`src/rtl/alu_pkg.sv`:
```
// alu_pkg: shared ALU definitions used by the ALU and its bench-side blocks.
//   ALU_WIDTH : default operand width
//   opcode_e  : ALU operation encoding
package alu_pkg;

  localparam int unsigned ALU_WIDTH = 32;

  typedef enum logic [3:0] {
    OP_ADD  = 4'h0,
    OP_SUB  = 4'h1,
    OP_AND  = 4'h2,
    OP_OR   = 4'h3,
    OP_XOR  = 4'h4,
    OP_SLL  = 4'h5,
    OP_SRL  = 4'h6,
    OP_SRA  = 4'h7,
    OP_SLT  = 4'h8,
    OP_SLTU = 4'h9
  } opcode_e;

endpackage

```
`src/rtl/alu_tb_pkg.sv`:
```
// alu_tb_pkg: types shared by the ALU stimulus driver and its FIFO.
//   drv_state_e : driver FSM states
//   drv_req_t   : one queued request (operands, opcode, signedness)
package alu_tb_pkg;

  import alu_pkg::*;

  typedef enum logic [1:0] {
    IDLE  = 2'd0,
    APPLY = 2'd1,
    WAIT  = 2'd2
  } drv_state_e;

  typedef struct packed {
    logic [ALU_WIDTH-1:0] operand_a;
    logic [ALU_WIDTH-1:0] operand_b;
    opcode_e              opcode;
    logic                 signed_op;
  } drv_req_t;

endpackage

```
`src/rtl/alu_stim_driver_if.sv`:
```
// alu_stim_driver_if: generator -> driver request handshake.
//   req_valid / req_ready            : valid/ready handshake
//   req_operand_a/b, req_opcode,
//   req_signed_op                    : request payload
// Modports: master = generator side, slave = driver side.
interface alu_stim_driver_if
  import alu_pkg::*;
#(
  parameter int unsigned WIDTH = ALU_WIDTH
);

  logic             req_valid;
  logic             req_ready;
  logic [WIDTH-1:0] req_operand_a;
  logic [WIDTH-1:0] req_operand_b;
  opcode_e          req_opcode;
  logic             req_signed_op;

  modport master (
    output req_valid, req_operand_a, req_operand_b, req_opcode, req_signed_op,
    input  req_ready
  );

  modport slave (
    input  req_valid, req_operand_a, req_operand_b, req_opcode, req_signed_op,
    output req_ready
  );

endinterface

```
`src/rtl/alu_drv_fifo.sv`:
```
// alu_drv_fifo: synchronous request FIFO of drv_req_t.
//   clk, rst_n    : clock, async active-low reset (pointers only)
//   push_i/pop_i  : write/read strobes, ignored when full/empty
//   wdata_i       : entry to write
//   rdata_o       : head entry (valid when !empty_o)
//   full_o/empty_o: registered occupancy flags
//   empty_nxt_o   : emptiness after this cycle's push/pop
// Pointers carry one extra wrap bit: equal = empty, only MSB differs = full.
module alu_drv_fifo
  import alu_tb_pkg::*;
#(
  parameter int unsigned DEPTH = 8
) (
  input  logic     clk,
  input  logic     rst_n,
  input  logic     push_i,
  input  logic     pop_i,
  input  drv_req_t wdata_i,
  output drv_req_t rdata_o,
  output logic     full_o,
  output logic     empty_o,
  output logic     empty_nxt_o
);

  localparam int unsigned AW = $clog2(DEPTH);

  logic [AW:0] wr_ptr_q, wr_ptr_d;
  logic [AW:0] rd_ptr_q, rd_ptr_d;
  drv_req_t    mem_q [DEPTH];
  logic        do_push, do_pop;

  always_comb begin
    full_o      = (wr_ptr_q[AW] != rd_ptr_q[AW]) &&
                  (wr_ptr_q[AW-1:0] == rd_ptr_q[AW-1:0]);
    empty_o     = (wr_ptr_q == rd_ptr_q);
    do_push     = push_i && !full_o;
    do_pop      = pop_i && !empty_o;
    wr_ptr_d    = wr_ptr_q + (AW+1)'(do_push);
    rd_ptr_d    = rd_ptr_q + (AW+1)'(do_pop);
    empty_nxt_o = (wr_ptr_d == rd_ptr_d);
    rdata_o     = mem_q[rd_ptr_q[AW-1:0]];
  end

  always_ff @(posedge clk or negedge rst_n) begin
    if (!rst_n) begin
      wr_ptr_q <= '0;
      rd_ptr_q <= '0;
    end else begin
      wr_ptr_q <= wr_ptr_d;
      rd_ptr_q <= rd_ptr_d;
    end
  end

  // Storage needs no reset: entries are only read after being written.
  always_ff @(posedge clk) begin
    if (do_push) begin
      mem_q[wr_ptr_q[AW-1:0]] <= wdata_i;
    end
  end

endmodule

```
`src/rtl/alu_stim_driver.sv`:
```
// alu_stim_driver: buffers ALU requests and applies them to the DUT one at a
// time, strobing transaction_valid when the DUT result is valid.
//   clk, rst_n          : clock, async active-low reset
//   req_if (slave)      : request handshake + payload from the generator
//   enable              : permits issuing new transactions (checked in IDLE)
//   mon_ready           : monitor can accept (checked in IDLE)
//   operand_a/b, opcode,
//   signed_op           : DUT inputs
//   transaction_valid   : one-cycle strobe, DUT result valid
//   busy                : FIFO non-empty or FSM active (registered)
//   issued_count        : completed transactions, wraps (registered)
// Build option ALU_DRV_HOLD_ZERO_EN: drive DUT inputs to zero while IDLE
// instead of holding the last transaction.
// WIDTH must equal alu_pkg::ALU_WIDTH, which sizes the queued request type.
module alu_stim_driver
  import alu_pkg::*;
  import alu_tb_pkg::*;
#(
  parameter int unsigned WIDTH       = ALU_WIDTH,
  parameter int unsigned DEPTH       = 8,
  parameter int unsigned DUT_LATENCY = 1
) (
  input  logic                clk,
  input  logic                rst_n,
  alu_stim_driver_if.slave    req_if,
  input  logic                enable,
  input  logic                mon_ready,
  output logic [WIDTH-1:0]    operand_a,
  output logic [WIDTH-1:0]    operand_b,
  output opcode_e             opcode,
  output logic                signed_op,
  output logic                transaction_valid,
  output logic                busy,
  output logic [31:0]         issued_count
);

  localparam int unsigned CNT_W = (DUT_LATENCY < 2) ? 1 : $clog2(DUT_LATENCY + 1);

  drv_state_e         state_q, state_d;
  logic [CNT_W-1:0]   wait_cnt_q, wait_cnt_d;
  drv_req_t           op_q;
  logic [31:0]        issued_count_q;
  logic               busy_q;
  logic               pop;
  logic               strobe;

  drv_req_t           push_data, head_data;
  logic               fifo_full, fifo_empty, fifo_empty_nxt;

  always_comb begin
    push_data           = '0;
    push_data.operand_a = ALU_WIDTH'(req_if.req_operand_a);
    push_data.operand_b = ALU_WIDTH'(req_if.req_operand_b);
    push_data.opcode    = req_if.req_opcode;
    push_data.signed_op = req_if.req_signed_op;
  end

  assign req_if.req_ready = !fifo_full;

  alu_drv_fifo #(
    .DEPTH (DEPTH)
  ) u_fifo (
    .clk         (clk),
    .rst_n       (rst_n),
    .push_i      (req_if.req_valid),
    .pop_i       (pop),
    .wdata_i     (push_data),
    .rdata_o     (head_data),
    .full_o      (fifo_full),
    .empty_o     (fifo_empty),
    .empty_nxt_o (fifo_empty_nxt)
  );

  // State register
  always_ff @(posedge clk or negedge rst_n) begin
    if (!rst_n) begin
      state_q    <= IDLE;
      wait_cnt_q <= '0;
    end else begin
      state_q    <= state_d;
      wait_cnt_q <= wait_cnt_d;
    end
  end

  // Next-state logic
  always_comb begin
    state_d    = state_q;
    wait_cnt_d = wait_cnt_q;
    pop        = 1'b0;
    unique case (state_q)
      IDLE: begin
        if (enable && mon_ready && !fifo_empty) begin
          pop        = 1'b1;
          state_d    = APPLY;
          wait_cnt_d = CNT_W'(DUT_LATENCY);
        end
      end
      APPLY: begin
        state_d = (wait_cnt_q == '0) ? IDLE : WAIT;
      end
      WAIT: begin
        wait_cnt_d = wait_cnt_q - CNT_W'(1);
        if (wait_cnt_q == CNT_W'(1)) begin
          state_d = IDLE;
        end
      end
      default: state_d = IDLE;
    endcase
  end

  // Output logic. The strobe fires in the cycle the counter reaches zero:
  // APPLY itself for a combinational DUT, otherwise the last WAIT cycle.
  always_comb begin
    strobe    = ((state_q == APPLY) && (wait_cnt_q == '0)) ||
                ((state_q == WAIT)  && (wait_cnt_q == CNT_W'(1)));
    operand_a = WIDTH'(op_q.operand_a);
    operand_b = WIDTH'(op_q.operand_b);
    opcode    = op_q.opcode;
    signed_op = op_q.signed_op;
`ifdef ALU_DRV_HOLD_ZERO_EN
    if (state_q == IDLE) begin
      operand_a = '0;
      operand_b = '0;
      opcode    = opcode_e'('0);
      signed_op = 1'b0;
    end
`endif
  end

  assign transaction_valid = strobe;
  assign busy              = busy_q;
  assign issued_count      = issued_count_q;

  // Datapath registers: applied transaction, completion count, busy flag.
  always_ff @(posedge clk or negedge rst_n) begin
    if (!rst_n) begin
      op_q           <= '0;
      issued_count_q <= '0;
      busy_q         <= 1'b0;
    end else begin
      if (pop) begin
        op_q <= head_data;
      end
      if (strobe) begin
        issued_count_q <= issued_count_q + 32'd1;
      end
      busy_q <= (state_d != IDLE) || !fifo_empty_nxt;
    end
  end

endmodule

```
`src/flat_wrapper.sv`:
```
// flat-port wrapper written by rule: the top's interface ports become plain ports
module alu_stim_driver_flat import alu_pkg::*; import alu_tb_pkg::*;
#(
  parameter int unsigned WIDTH       = ALU_WIDTH,
  parameter int unsigned DEPTH       = 8,
  parameter int unsigned DUT_LATENCY = 1
)
  (clk, rst_n, enable, mon_ready, operand_a, operand_b, opcode, signed_op, transaction_valid, busy, issued_count, req_if_req_valid, req_if_req_operand_a, req_if_req_operand_b, req_if_req_opcode, req_if_req_signed_op, req_if_req_ready);
  alu_stim_driver_if #(.WIDTH(WIDTH)) req_if_i ();
  input  logic clk;
  input  logic rst_n;
  input  logic enable;
  input  logic mon_ready;
  output logic [WIDTH-1:0] operand_a;
  output logic [WIDTH-1:0] operand_b;
  output opcode_e opcode;
  output logic signed_op;
  output logic transaction_valid;
  output logic busy;
  output logic [31:0] issued_count;
  input wire logic [$bits(req_if_i.req_valid)-1:0] req_if_req_valid;
  input wire logic [$bits(req_if_i.req_operand_a)-1:0] req_if_req_operand_a;
  input wire logic [$bits(req_if_i.req_operand_b)-1:0] req_if_req_operand_b;
  input wire logic [$bits(req_if_i.req_opcode)-1:0] req_if_req_opcode;
  input wire logic [$bits(req_if_i.req_signed_op)-1:0] req_if_req_signed_op;
  output wire logic [$bits(req_if_i.req_ready)-1:0] req_if_req_ready;
  assign req_if_i.req_valid = req_if_req_valid;
  assign req_if_i.req_operand_a = req_if_req_operand_a;
  assign req_if_i.req_operand_b = req_if_req_operand_b;
  assign req_if_i.req_opcode = req_if_req_opcode;
  assign req_if_i.req_signed_op = req_if_req_signed_op;
  assign req_if_req_ready = req_if_i.req_ready;
  alu_stim_driver #(.WIDTH(WIDTH), .DEPTH(DEPTH), .DUT_LATENCY(DUT_LATENCY)) u_core (.clk(clk), .rst_n(rst_n), .req_if(req_if_i), .enable(enable), .mon_ready(mon_ready), .operand_a(operand_a), .operand_b(operand_b), .opcode(opcode), .signed_op(signed_op), .transaction_valid(transaction_valid), .busy(busy), .issued_count(issued_count));
endmodule
```
`config.mk`:
```
export PLATFORM = sky130hd
export DESIGN_NAME = alu_stim_driver_flat
export DESIGN_NICKNAME = d
export VERILOG_FILES = /design/src/rtl/alu_pkg.sv /design/src/rtl/alu_tb_pkg.sv /design/src/rtl/alu_stim_driver_if.sv /design/src/rtl/alu_drv_fifo.sv /design/src/rtl/alu_stim_driver.sv /design/src/flat_wrapper.sv
export SDC_FILE = /design/constraint.sdc
export NUM_CORES = 1
export LEC_CHECK = 0
export CORE_MARGIN = 3
export CORE_UTILIZATION = 53
export DETAILED_ROUTE_END_ITERATION = 8
export PLACE_DENSITY_LB_ADDON = 0.25
export SLEW_MARGIN = 20
export SYNTH_ARGS = -nofsm -noshare
export SYNTH_HDL_FRONTEND = slang
export SYNTH_SLANG_ARGS = --single-unit
export TNS_END_PERCENT = 50
```
`constraint.sdc`:
```
create_clock -name clk -period 6.1 [get_ports clk]
set_input_delay 1.22 -clock clk [delete_from_list [all_inputs] [get_ports clk]]
set_output_delay 1.22 -clock clk [all_outputs]
set_load 0.02 [all_outputs]
```
# Word-level counts from Yosys, hierarchy flattened

Memories as Yosys holds them, arrays and structs flattened. A register that Yosys moved wholly into a read port is not among the register bits.
Index checks and enable logic that the tools add are counted.

Eq/ne operators: 7
Reduce and logical (&&, ||, !) cells: 17
$add $sub $neg: 4
Mux-type cells: 10
Bitwise gates (word level): 1

Operator list:

| kind                  | count |
|---|---|
| $add 32x1->32 const B | 1 |
| $add 4x1->4           | 2 |
| $eq 4x4->1            | 2 |
| $logic_and 1x1->1     | 7 |
| $mux 2                | 3 |
| $pmux 2 s3            | 1 |
| $mux 1                | 5 |
| $logic_not 1->1       | 4 |
| $reduce_bool 2->1     | 2 |
| $eq 3x3->1            | 1 |
| $eq 2x1->1 const B    | 1 |
| $eq 2x2->1 const B    | 1 |
| $logic_not 2->1       | 1 |
| $logic_or 1x1->1      | 2 |
| $ne 2x1->1 const B    | 1 |
| $pmux 1 s2            | 1 |
| $reduce_and 2->1      | 1 |
| $ne 1x1->1            | 1 |
| $not 1->1             | 1 |
| $sub 1x1->1 const B   | 1 |

Memory bits (writable): 552
Word-level logic and storage cells: 46
Bits in registers: 44
Memories kept: 1
Bits of input ports: 74
Output and inout port bits: 104

Memory list:

| name                | words | bits a word | rd ports | clocked after Yosys merged registers in | wr ports | line               | text |
|---|---|---|---|---|---|---|---|
| u_core.u_fifo.mem_q | 8     | 69          | 1        | 1                                       | 1        | alu_drv_fifo.sv:29 | `drv_req_t mem_q [DEPTH];` |

# Depth between registers and ports, before layout

Depth after elaboration: 10
Gate-level depth with buffers: 11
Gate-level depth less buffers: 9

# Modules after synthesis

From an unflattened synthesis, not the netlist that was laid out.

Cells, all modules: 1146
Area total of the unflattened synthesis: 25593.3 sq um

By module, submodules not included:

| module          | instances | area an instance (sq um) | seq. area each (sq um) | cells each |
|---|---|---|---|---|
| alu_drv_fifo    | 1         | 21266.6                  | 16776.1                | 847 |
| alu_stim_driver | 1         | 4326.6                   | 2627.5                 | 299 |

# Least setup slack after synthesis

OpenSTA, ideal clock, no wires.

Kind: input to register
Start: in req_if_req_valid
End: mem u_core.u_fifo.mem_q[0][0] (netlist bit) (enable)
Arrival: 6.310 ns
Path buffers: 0
Path slack: -0.791 ns
Cell stages on the path: 4
Setup time: 0.581 ns
Required time: 5.519 ns
Cell sequence: inv_1 a41oi_1 nand2b_1 nor3_1

Word-level cells in the longest chain between the ends: 3

Ends and longest elaborated chain:

| item                         | line               | text |
|---|---|---|
| from (decl)                  | flat_wrapper.sv:21 | `input wire logic [$bits(req_if_i.req_valid)-1:0] req_if_req_valid;` |
| $logic_and 1x1->1            | alu_drv_fifo.sv:36 | `do_push = push_i && !full_o;` |
| $mux 1                       | alu_drv_fifo.sv:56 | `if (do_push) begin` |
| $mux 1 (implied by the code) | alu_drv_fifo.sv:57 | `mem_q[wr_ptr_q[AW-1:0]] <= wdata_i;` |
| to (decl)                    | alu_drv_fifo.sv:29 |  |

Every way passes these cells.

# Worst setup path after layout

Start: reg u_core.u_fifo.rd_ptr_q[0]
End: out req_if_req_ready

Word-level cells in the longest chain between the ends: 3

Ends and longest elaborated chain:

| item                   | line                  | text |
|---|---|---|
| from (decl)            | alu_drv_fifo.sv:28    | `logic [AW:0] rd_ptr_q, rd_ptr_d;` |
| from (signal assigned) | alu_drv_fifo.sv:50    | `rd_ptr_q <= rd_ptr_d;` |
| $eq 3x3->1             | alu_drv_fifo.sv:34    | `(wr_ptr_q[AW-1:0] == rd_ptr_q[AW-1:0]);` |
| $logic_and 1x1->1      | alu_drv_fifo.sv:33    | `full_o = (wr_ptr_q[AW] != rd_ptr_q[AW]) &&` |
| $logic_not 1->1        | alu_stim_driver.sv:58 | `assign req_if.req_ready = !fifo_full;` |
| to (decl)              | flat_wrapper.sv:26    | `output wire logic [$bits(req_if_i.req_ready)-1:0] req_if_req_ready;` |

Every way passes these cells.

==> impl_results.md <==
- CTS sink cnt: 665
- Final Util: 64.3%
- EDFF count, synth: 552
- Area of the die: 50700 sq um
- Clock transition at path regs: 60 ps
- Number of buffers added on ports: 177
- Post-synthesis sequential area ratio: 76.3%
- Final Setup Violations: 0
- Clock Tree Root: clkbuf_16
- Arr. time, crit path: 2710 ps
- Via density per instance: 5.78
- Initial antenna violation count: 6
- Wirelength per Cell: 23.8 um
- Worst R2R Path Depth: 5
- Via count: 11700
- Final Power: 14.5 mW
- Pwr per Cell Area: 480 nW/um^2
- CP cell instances: xnor2_1, nand4_1, clkdlybuf4s50_1
- Fraction of layout cells with a size suffix above 1: 28.7%
- Nets: 1440
- DRC: 0
- Die Y: 225 um
- Main flop type after synthesis: edfxtp_1
- Post-synthesis simple-gate area fraction: 1.84%
- Largest net degree at the start of global routing: 68
- Global-route usage over all layers: 19.8%
- Leakage: 10.2 nW
- VDD IR max: 0.323 mV
- R2R Setup Slk: 2430 ps
- Number of DRC markers in iteration 0: 933
- Boundary pin count: 178
- WHS Endpoint: u_core.issued_count[31]
- Post-CTS resize count: 0
- Worst rel slew slack: 31.1%
- Min Tclk post-route: 3930 ps
- Max-slew violations: 0
- Unique cell type count in the Yosys netlist: 38
- Post-Synth Adder-Cell Area: 0.246%
- CTS buffer count: 67
- Post-Route Skew: 12.4 ps
- Crit-path slowest cell: dfrtp_4
- CP startpoint kind: register
- Net Count, Synth: 1225
- CP max stage delay: 1080 ps
- Fin crit share: 64.4%
- Worst slew pin tran: 1030 ps
- Final hold violations: 0
- Clock latency on the worst-skew pair: 580 ps
- Worst Hold Class: register to register
- Synth Instances: 1146
- Core box area: 47000 sq um
- Reg2reg end: u_core.u_fifo.mem_q[1][53]
- TritonCTS clock tree: built
- Post-synthesis async set-or-reset flop share: 17.0%
- Hold wc startpoint: u_core.issued_count[31]
- Worst reg2reg path startpoint: u_core.u_fifo.rd_ptr_q[0]
- Hold buffers post-CTS: 0
- Total grt overflow: 0
- Hold Path Depth: 1
- Vias in the first global route: 12500
- Final wirelength: 48200 um
- Post-DRT Antenna Nets: 0
- Mux cell area share after synthesis: 18.4%
- Critical Path RT: 4880 ps
- Initial Utilization: 54.2%
- # rows: 79
- Crit path max fanout: 47
- H-Tree Depth: 3
- Synthesized flop and latch total: 665
- Finished Layout Cells: 2024
- CP endpoint kind: primary output
- Syn. warnings: 0
- Placed Cells: 1899
- First-pass GRT wire length: 75400 um
- CTS Buffer Depth: 3
- Layout filler cell count: 3069
- Main combinational cell family by area after synthesis: multiplexers
- Compound-Gate Fraction of Synth Area: 0.197%
- Post-Synth XOR/XNOR Area: 1.52%
- Number of max-cap violations: 0
- Status: finished clean
- RSZ-0062 raised after global routing: no
- Routability-driven placement congestion ratio: 0.757
- Syn Area/Cell: 22.2 sq um
- WS Path Type: register to primary output
- Die Span X: 225 um
- DR pass1 iterations: 5
- Synthesis-to-layout area growth: 18.7%
- Hpwl dp: 27400 um
- Syn Std Cell Area: 25400 sq um
- Fmax achieved: 255 MHz
- Post-CTS Setup Bufs: 0
[state kept, by name, indices dropped and copies added (netlist names), 2 cells and up]
name,flops
u_core.issued_count,32
u_core.opcode,4
u_core.operand_a,32
u_core.operand_b,32
u_core.state_q,2
u_core.u_fifo.mem_q,552
u_core.u_fifo.rd_ptr_q,4
u_core.u_fifo.wr_ptr_q,4
[stage by stage]
step / hold WS, ps / TNS, ps / setup WS, ps / instance area (sq um)
after floorplan: 503 / -54440 / -789 / 25400
after CTS: 491 / 0 / 2080 / 30200
final: 483 / 0 / 2170 / 30200
after global placement: 457 / 0 / 2090 / 27900
after detailed placement: 480 / 0 / 2110 / 27900
after global routing: 515 / 0 / 2000 / 30200
[power by group]
part           switching [mW]  leakage (nW)  internal, mW
logic                    1.95          2.69          2.14
clock network            1.62          1.09          2.51
registers               0.463          6.40          5.82
[cell families (layout without fill, tap and decap cells)]
| group | Yosys count | in the layout |
|---|---|---|
| flip-flops | 665 | 665 |
| multiplexers | 277 | 277 |
| AND/OR/NAND/NOR | 86 | 86 |
| buffers and inverters | 63 | 330 |
| XOR/XNOR | 44 | 44 |
| AO/OA/AOI/OAI | 6 | 6 |
| adder cells (fa/ha/maj) | 5 | 5 |
| other | 0 | 4 |
[area by class of cell]
| class | instances | area [sq um] | area share (%) |
|---|---|---|---|
| Sequential cell | 665 | 19400 | 64.3 |
| Multi-Input combinational cell | 418 | 5720 | 18.9 |
| Timing Repair Buffer | 199 | 2010 | 6.67 |
| Clock buffer | 95 | 1940 | 6.42 |
| Tap cell | 607 | 759 | 2.52 |
| Clock inverter | 26 | 300 | 0.994 |
| Inverter | 10 | 37.5 | 0.124 |
| Antenna cell | 4 | 10.0 | 0.0331 |
[worst max-delay path by stage]
stage,slack [ps],depth (start not counted),from,to
2_1_floorplan,-790,4,req_if_req_valid,u_core.u_fifo.mem_q[1][0]
3_3_place_gp,2090,6,req_if_req_valid,u_core.u_fifo.mem_q[5][65]
3_5_place_dp,2110,6,req_if_req_valid,u_core.u_fifo.mem_q[1][41]
4_1_cts,2080,3,u_core.u_fifo.rd_ptr_q[0],req_if_req_ready
5_1_grt,2000,3,u_core.u_fifo.rd_ptr_q[0],req_if_req_ready
6_report,2170,3,u_core.u_fifo.rd_ptr_q[0],req_if_req_ready
[worst max-delay path, delay by kind of cell, from the launching register on]
kind | cells | cell delay [ps]
xor+xnor | 1 | 240
flops | 1 | 1080
simple gates | 1 | 170
buf+inv | 1 | 640
[layer usage]
metal  GRT usage [%]  wire length [um]
met5            1.04                37
met4            5.95               929
met3            4.18              2910
met2            32.7             24300
met1            26.8             20100
[cell usage after synthesis (2+ instances only)]
cell type | number | area, sq um
nand4_1 | 3 | 18.8
ha_1 | 5 | 62.6
buf_4 | 6 | 45.0
o21ai_0 | 2 | 10.0
mux2_2 | 139 | 1570
mux4_1 | 2 | 52.6
nor4b_1 | 3 | 26.3
nor2_1 | 13 | 48.8
nand3_1 | 11 | 55.1
xnor2_1 | 16 | 140
and3_1 | 2 | 12.5
or3_1 | 2 | 12.5
mux4_2 | 136 | 3060
xor2_1 | 28 | 245
clkbuf_1 | 22 | 82.6
dfrtp_1 | 113 | 2830
edfxtp_1 | 552 | 16600
buf_1 | 4 | 15.0
inv_1 | 10 | 37.5
nand2b_1 | 4 | 25.0
buf_2 | 6 | 30.0
and4_1 | 3 | 26.3
nor3_1 | 11 | 55.1
nand2_1 | 14 | 52.6
nor4_1 | 12 | 75.1
buf_6 | 14 | 158
and2_1 | 2 | 12.5
[layout by cell type (no fill, tap or decap), types with 8 or more instances in the layout]
cell               n
nor4_1            12
clkbuf_1          19
xnor2_1           16
mux2_2           139
clkinv_2           8
clkbuf_16         73
edfxtp_1         552
inv_1             10
buf_4             16
nand2_1           14
xor2_1            28
clkinv_1           9
nor3_1             9
clkdlybuf4s50_1  176
nand3_1           11
dfrtp_1          110
mux4_2           136
Note: power is estimated with default switching activity, not from simulation.
